File: src/rtl/sysid_check_master.sv
// sysid_check_master: Avalon-MM read initiator that fetches the system ID
// (word 0) and timestamp (word 1) from a sysid responder. It compares both
// words against the values baked in at generation time and reports
// done/match/timeout.
// Optional build macro SYSID_CHECK_RETRY_EN: on a compare mismatch the
// sequence restarts up to MAX_RETRY times, and retry_count is exported.
module sysid_check_master #(
  parameter logic [31:0] EXPECTED_ID    = 32'd37,
  parameter logic [31:0] EXPECTED_TS    = 32'd1603647235,
  parameter int unsigned TIMEOUT_CYCLES = 255,
  parameter int unsigned MAX_RETRY      = 3
) (
  input  logic        clock,
  input  logic        reset_n,
  input  logic        start,
  output logic        avm_address,
  output logic        avm_read,
  input  logic        avm_waitrequest,
  input  logic [31:0] avm_readdata,
  input  logic        avm_readdatavalid,
  output logic        busy,
  output logic        done,
  output logic        match,
  output logic        timeout,
  output logic [31:0] id_value,
  output logic [31:0] ts_value
`ifdef SYSID_CHECK_RETRY_EN
  ,
  output logic [3:0]  retry_count
`endif
);

  localparam int CW = $clog2(TIMEOUT_CYCLES + 1);

  typedef enum logic [2:0] {IDLE, ID_REQ, ID_RSP, TS_REQ, TS_RSP, FIN} state_t;

  state_t        state, state_nxt;
  logic [CW-1:0] tcnt;
  logic          is_req, is_rsp, id_phase, accept, cap, cap_ts;
  logic          expired, begin_seq, pass, retry;

  assign is_req    = (state == ID_REQ) || (state == TS_REQ);
  assign is_rsp    = (state == ID_RSP) || (state == TS_RSP);
  assign id_phase  = (state == ID_REQ) || (state == ID_RSP);
  assign accept    = is_req && !avm_waitrequest;
  // Data counts only in an RSP state, or together with the accept (zero latency).
  assign cap       = avm_readdatavalid && (is_rsp || accept);
  assign cap_ts    = cap && !id_phase;
  // Abort on the last allowed cycle of an access that has not completed.
  // A completing cycle always wins over the abort.
  assign expired   = (is_req || is_rsp) && !cap && (tcnt >= CW'(TIMEOUT_CYCLES - 1));
  assign begin_seq = start && ((state == IDLE) || (state == FIN));
  // id_value is already registered by the time the timestamp arrives.
  assign pass      = (id_value == EXPECTED_ID) && (avm_readdata == EXPECTED_TS);

`ifdef SYSID_CHECK_RETRY_EN
  assign retry = cap_ts && !pass && (retry_count < 4'(MAX_RETRY));
`else
  assign retry = 1'b0;
`endif

  assign avm_read    = is_req;
  assign avm_address = (state == TS_REQ) || (state == TS_RSP);
  assign busy        = is_req || is_rsp;

  // State register.
  always_ff @(posedge clock) begin
    if (!reset_n) state <= IDLE;
    else          state <= state_nxt;
  end

  // Next-state logic: request, optional response wait, then the next word or FIN.
  always_comb begin
    state_nxt = state;
    case (state)
      IDLE, FIN: if (start) state_nxt = ID_REQ;
      ID_REQ: begin
        if (expired)     state_nxt = FIN;
        else if (accept) state_nxt = avm_readdatavalid ? TS_REQ : ID_RSP;
      end
      ID_RSP: begin
        if (avm_readdatavalid) state_nxt = TS_REQ;
        else if (expired)      state_nxt = FIN;
      end
      TS_REQ: begin
        if (expired)     state_nxt = FIN;
        else if (accept) state_nxt = avm_readdatavalid ? (retry ? ID_REQ : FIN) : TS_RSP;
      end
      TS_RSP: begin
        if (avm_readdatavalid) state_nxt = retry ? ID_REQ : FIN;
        else if (expired)      state_nxt = FIN;
      end
      default: state_nxt = IDLE;
    endcase
  end

  // Captured words, result flags, and the per-access timeout counter.
  always_ff @(posedge clock) begin
    if (!reset_n) begin
      done     <= 1'b0;
      match    <= 1'b0;
      timeout  <= 1'b0;
      id_value <= '0;
      ts_value <= '0;
      tcnt     <= '0;
`ifdef SYSID_CHECK_RETRY_EN
      retry_count <= '0;
`endif
    end else if (begin_seq) begin
      done     <= 1'b0;
      match    <= 1'b0;
      timeout  <= 1'b0;
      id_value <= '0;
      ts_value <= '0;
      tcnt     <= '0;
`ifdef SYSID_CHECK_RETRY_EN
      retry_count <= '0;
`endif
    end else if (is_req || is_rsp) begin
      if (cap) begin
        tcnt <= '0;
        if (id_phase) begin
          id_value <= avm_readdata;
        end else if (retry) begin
          // A fresh attempt starts with no stale words.
          id_value <= '0;
          ts_value <= '0;
`ifdef SYSID_CHECK_RETRY_EN
          retry_count <= retry_count + 4'd1;
`endif
        end else begin
          ts_value <= avm_readdata;
          done     <= 1'b1;
          match    <= pass;
        end
      end else if (expired) begin
        done    <= 1'b1;
        timeout <= 1'b1;
        match   <= 1'b0;
      end else if (tcnt != CW'(TIMEOUT_CYCLES)) begin
        tcnt <= tcnt + CW'(1);
      end
    end
  end

endmodule

File: config.mk
export PLATFORM = sky130hd
export DESIGN_NAME = sysid_check_master
export DESIGN_NICKNAME = d
export VERILOG_FILES = /design/src/rtl/sysid_check_master.sv
export SDC_FILE = /design/constraint.sdc
export NUM_CORES = 1
export LEC_CHECK = 0
export CAP_MARGIN = 5
export CORE_MARGIN = 4
export CORE_UTILIZATION = 41
export CTS_CLUSTER_DIAMETER = 40
export DETAILED_ROUTE_END_ITERATION = 12
export MAX_ROUTING_LAYER = met4
export PLACE_DENSITY = 0.75
export RECOVER_POWER = 50
export SETUP_SLACK_MARGIN = 0.3
export SLEW_MARGIN = 10
export SYNTH_ARGS = -nofsm -noshare
export SYNTH_HDL_FRONTEND = slang
export SYNTH_SLANG_ARGS = --single-unit
File: constraint.sdc
create_clock -name clock -period 1.4 [get_ports clock]
set_input_delay 0.28 -clock clock [delete_from_list [all_inputs] [get_ports clock]]
set_output_delay 0.28 -clock clock [all_outputs]
set_load 0.01 [all_outputs]
==> flow_summary.json <==
{
  "drt-initial-drc-count": 369,
  "rows": 32,
  "fin_skew_ns": 0.00835,
  "holdBufCountCts": 0,
  "wl_per_cell_microns": 22.1,
  "pin_count": 107,
  "crit_type": "reg2reg",
  "relSlewSlack_pct": 68.2,
  "dieArea_sq_um": 9520,
  "power.leakage_nw": 2.56,
  "rsz0062_at_grt": "yes",
  "clockBufferDepth": 2,
  "setup_violations": 80,
  "fmax_ghz": 0.587,
  "finalNetCount": 664,
  "timing.rr.end": "ts_value[15]$_SDFFE_PP0P_",
  "worstHoldStart": "avm_readdata[18]",
  "drt_wl_total_mm": 16.2,
  "synth.ff_latch_count": 78,
  "tightestPinTransition_ns": 0.473,
  "place.gp.congestion": 0.907,
  "cts_buffers": 9,
  "vias": 4235,
  "final_common_cell": "nand2_1",
  "fp.dieW_microns": 97.6,
  "die_h_microns": 97.6,
  "fin_util_pct": 85.8,
  "floorplan.initialDensity_pct": 42.3,
  "final_layout_size_suffix_gt1_share_pct": 62.4,
  "finalHoldViolations": 0,
  "drt_first_pass_iters": 6,
  "yosysSeqAreaShare_pct": 47.5,
  "yosysWarnings": 0,
  "fin_ws_ns": -0.302,
  "overflow": 0,
  "grt_pass1_vias": 3931,
  "cp-start-kind": "register",
  "finalSetupTns_ns": -15.53,
  "peakVddDrop_mv": 0.596,
  "worstHoldEndpoint": "id_value[18]$_SDFFE_PP0P_",
  "synthArstFlopShare_pct": 0,
  "cts_tree": "done",
  "finalPower_w": 0.00649,
  "grtUsageTotal_pct": 26.8,
  "mostFrequentLayoutCells": "nand2_1 (129), buf_6 (99), buf_4 (72)",
  "avgSynthCellArea_sq_um": 7.98,
  "slew_viol_final": 0,
  "clk_latency_ns": 0.36,
  "ant_nets": 0,
  "r2r_slack_ns": -0.30,
  "hold_class": "in2reg",
  "core_area_sq_um": 7770,
  "crit_fanout": 9,
  "synth_cell_types": 46,
  "cp-end-kind": "register",
  "synth_ff_type": "dfxtp_1",
  "synthCells": 412,
  "r2r_start": "state[1]$_SDFFE_PN0P_",
  "hpwl_mm": 8.18,
  "area_growth_pct": 103,
  "status": "finished with violations",
  "cts.sinks": 78,
  "syn-num-nets": 451,
  "grt_max_degree": 33,
  "synth_edf_count": 0,
  "antenna_found_initial": 1,
  "violations": "setup timing",
  "reg2regPathDepth": 7,
  "cts_root_buf": "clkbuf_8",
  "maxCapViolCount": 0,
  "worstHoldPathCells": 3,
  "synth_area_sq_um": 3290,
  "clk_pin_slew_ns": 0.09,
  "drc": 0,
  "cp_data_arrival_time_ns": 1.97,
  "min_period_ns": 1.70,
  "grt_pass1_wl_mm": 20.1,
  "htreeDepth": 3,
  "fin_area_sq_um": 6660,
  "powerDensity_nw_per_um2": 974,
  "place_area_sq_um": 5420,
  "critPathRequiredTime_ns": 1.67,
  "viasPerCell": 5.78,
  "period_share_pct": 122,
  "portBuffers": 106
}
-- synth_stat cells, types with 3 or more instances --
cell type,count,area [sq um]
nand3_1,3,15.0
nor2b_1,6,37.5
nor4b_1,7,61.3
nand4_1,4,25.0
dfxtp_1,78,1560
nor3_1,4,20.0
nand2b_1,5,31.3
a21oi_1,72,360
nor2_1,18,67.6
nand2_1,139,522
buf_4,6,45.0
nor4_1,6,37.5
buf_2,16,80.1
o21ai_1,3,15.0
xnor2_1,5,43.8
-- cell type report --
cell class,instances,area [sq um]
diodes,1,2.50
clock buffers,11,141
clock inverters,5,60.1
fillers,361,1110
inverters,2,10.0
multi-input cells,310,2250
flip-flops and latches,78,1660
well taps,102,128
repair buffers,224,2400
-- state kept, by name, summed over array words and instances, names as in the netlist --
name,count
done,1
id_value,32
match,1
state,3
tcnt,8
timeout,1
ts_value,32
-- timing repair --
item | 4_1_cts | 5_1_grt
cloned | 1 | 9
pin swaps | 11 | 22
gates resized for setup | 432 | 86
setup endpoints to repair | 148 | 148
setup buffers | 9 | 19
-- how the worst max path moves through the flow --
stage                                from                   endpoint  slack, ns
finish              state[1]$_SDFFE_PN0P_  ts_value[15]$_SDFFE_PP0P_      -0.30
global route        state[1]$_SDFFE_PN0P_  ts_value[15]$_SDFFE_PP0P_      -0.30
CTS                 state[0]$_SDFFE_PN0P_                       busy      -0.23
detailed placement       avm_readdata[18]         match$_SDFFE_PP0P_      -0.54
global placement         avm_readdata[18]         match$_SDFFE_PP0P_      -0.55
floorplan            tcnt[1]$_SDFFE_PP0P_       tcnt[5]$_SDFFE_PP0P_      0.005
-- report_power, final --
| part | switching [W] | internal, W |
|---|---|---|
| registers | 0.000107 | 0.00232 |
| logic | 0.00111 | 0.00118 |
| clock network | 0.000898 | 0.000877 |
-- worst max-delay path: stages, from the launching register on --
cell,delay (ns)
dfxtp_4,0.37
buf_6,0.15
nor2b_4,0.13
nor2b_4,0.14
o21ai_4,0.33
buf_12,0.19
nand2_1,0.11
a21oi_2,0.19
-- routing by layer --
layer | wire, microns | up-vias | global-route usage, %
met1 | 6110 | 2024 | 33.6
li1 | - | 1828 | -
met5 | 0 | - | -
met3 | 1440 | 74 | 4.67
met2 | 7890 | 309 | 43.0
met4 | 755 | 0 | 10.4
-- logic make-up after synthesis --
group / after synthesis / synth area share, %
AND/OR/NAND/NOR: 209 / 30.1
AO/OA/AOI/OAI: 92 / 15.9
flip-flops: 78 / 47.5
buffers and inverters: 25 / 4.15
multiplexers: 1 / 0.304
adder cells (fa/ha/maj): 2 / 0.761
XOR/XNOR: 5 / 1.33
-- stage by stage --
stage,cells,hold WS (ns),setup slack [ns]
3_3_place_gp,678,0.454,-0.551
6_report,733,0.256,-0.302
2_1_floorplan,412,0.413,0.00535
4_1_cts,704,0.467,-0.232
5_1_grt,733,0.276,-0.299
3_5_place_dp,678,0.459,-0.544
Power figures use the tool's default switching activity.
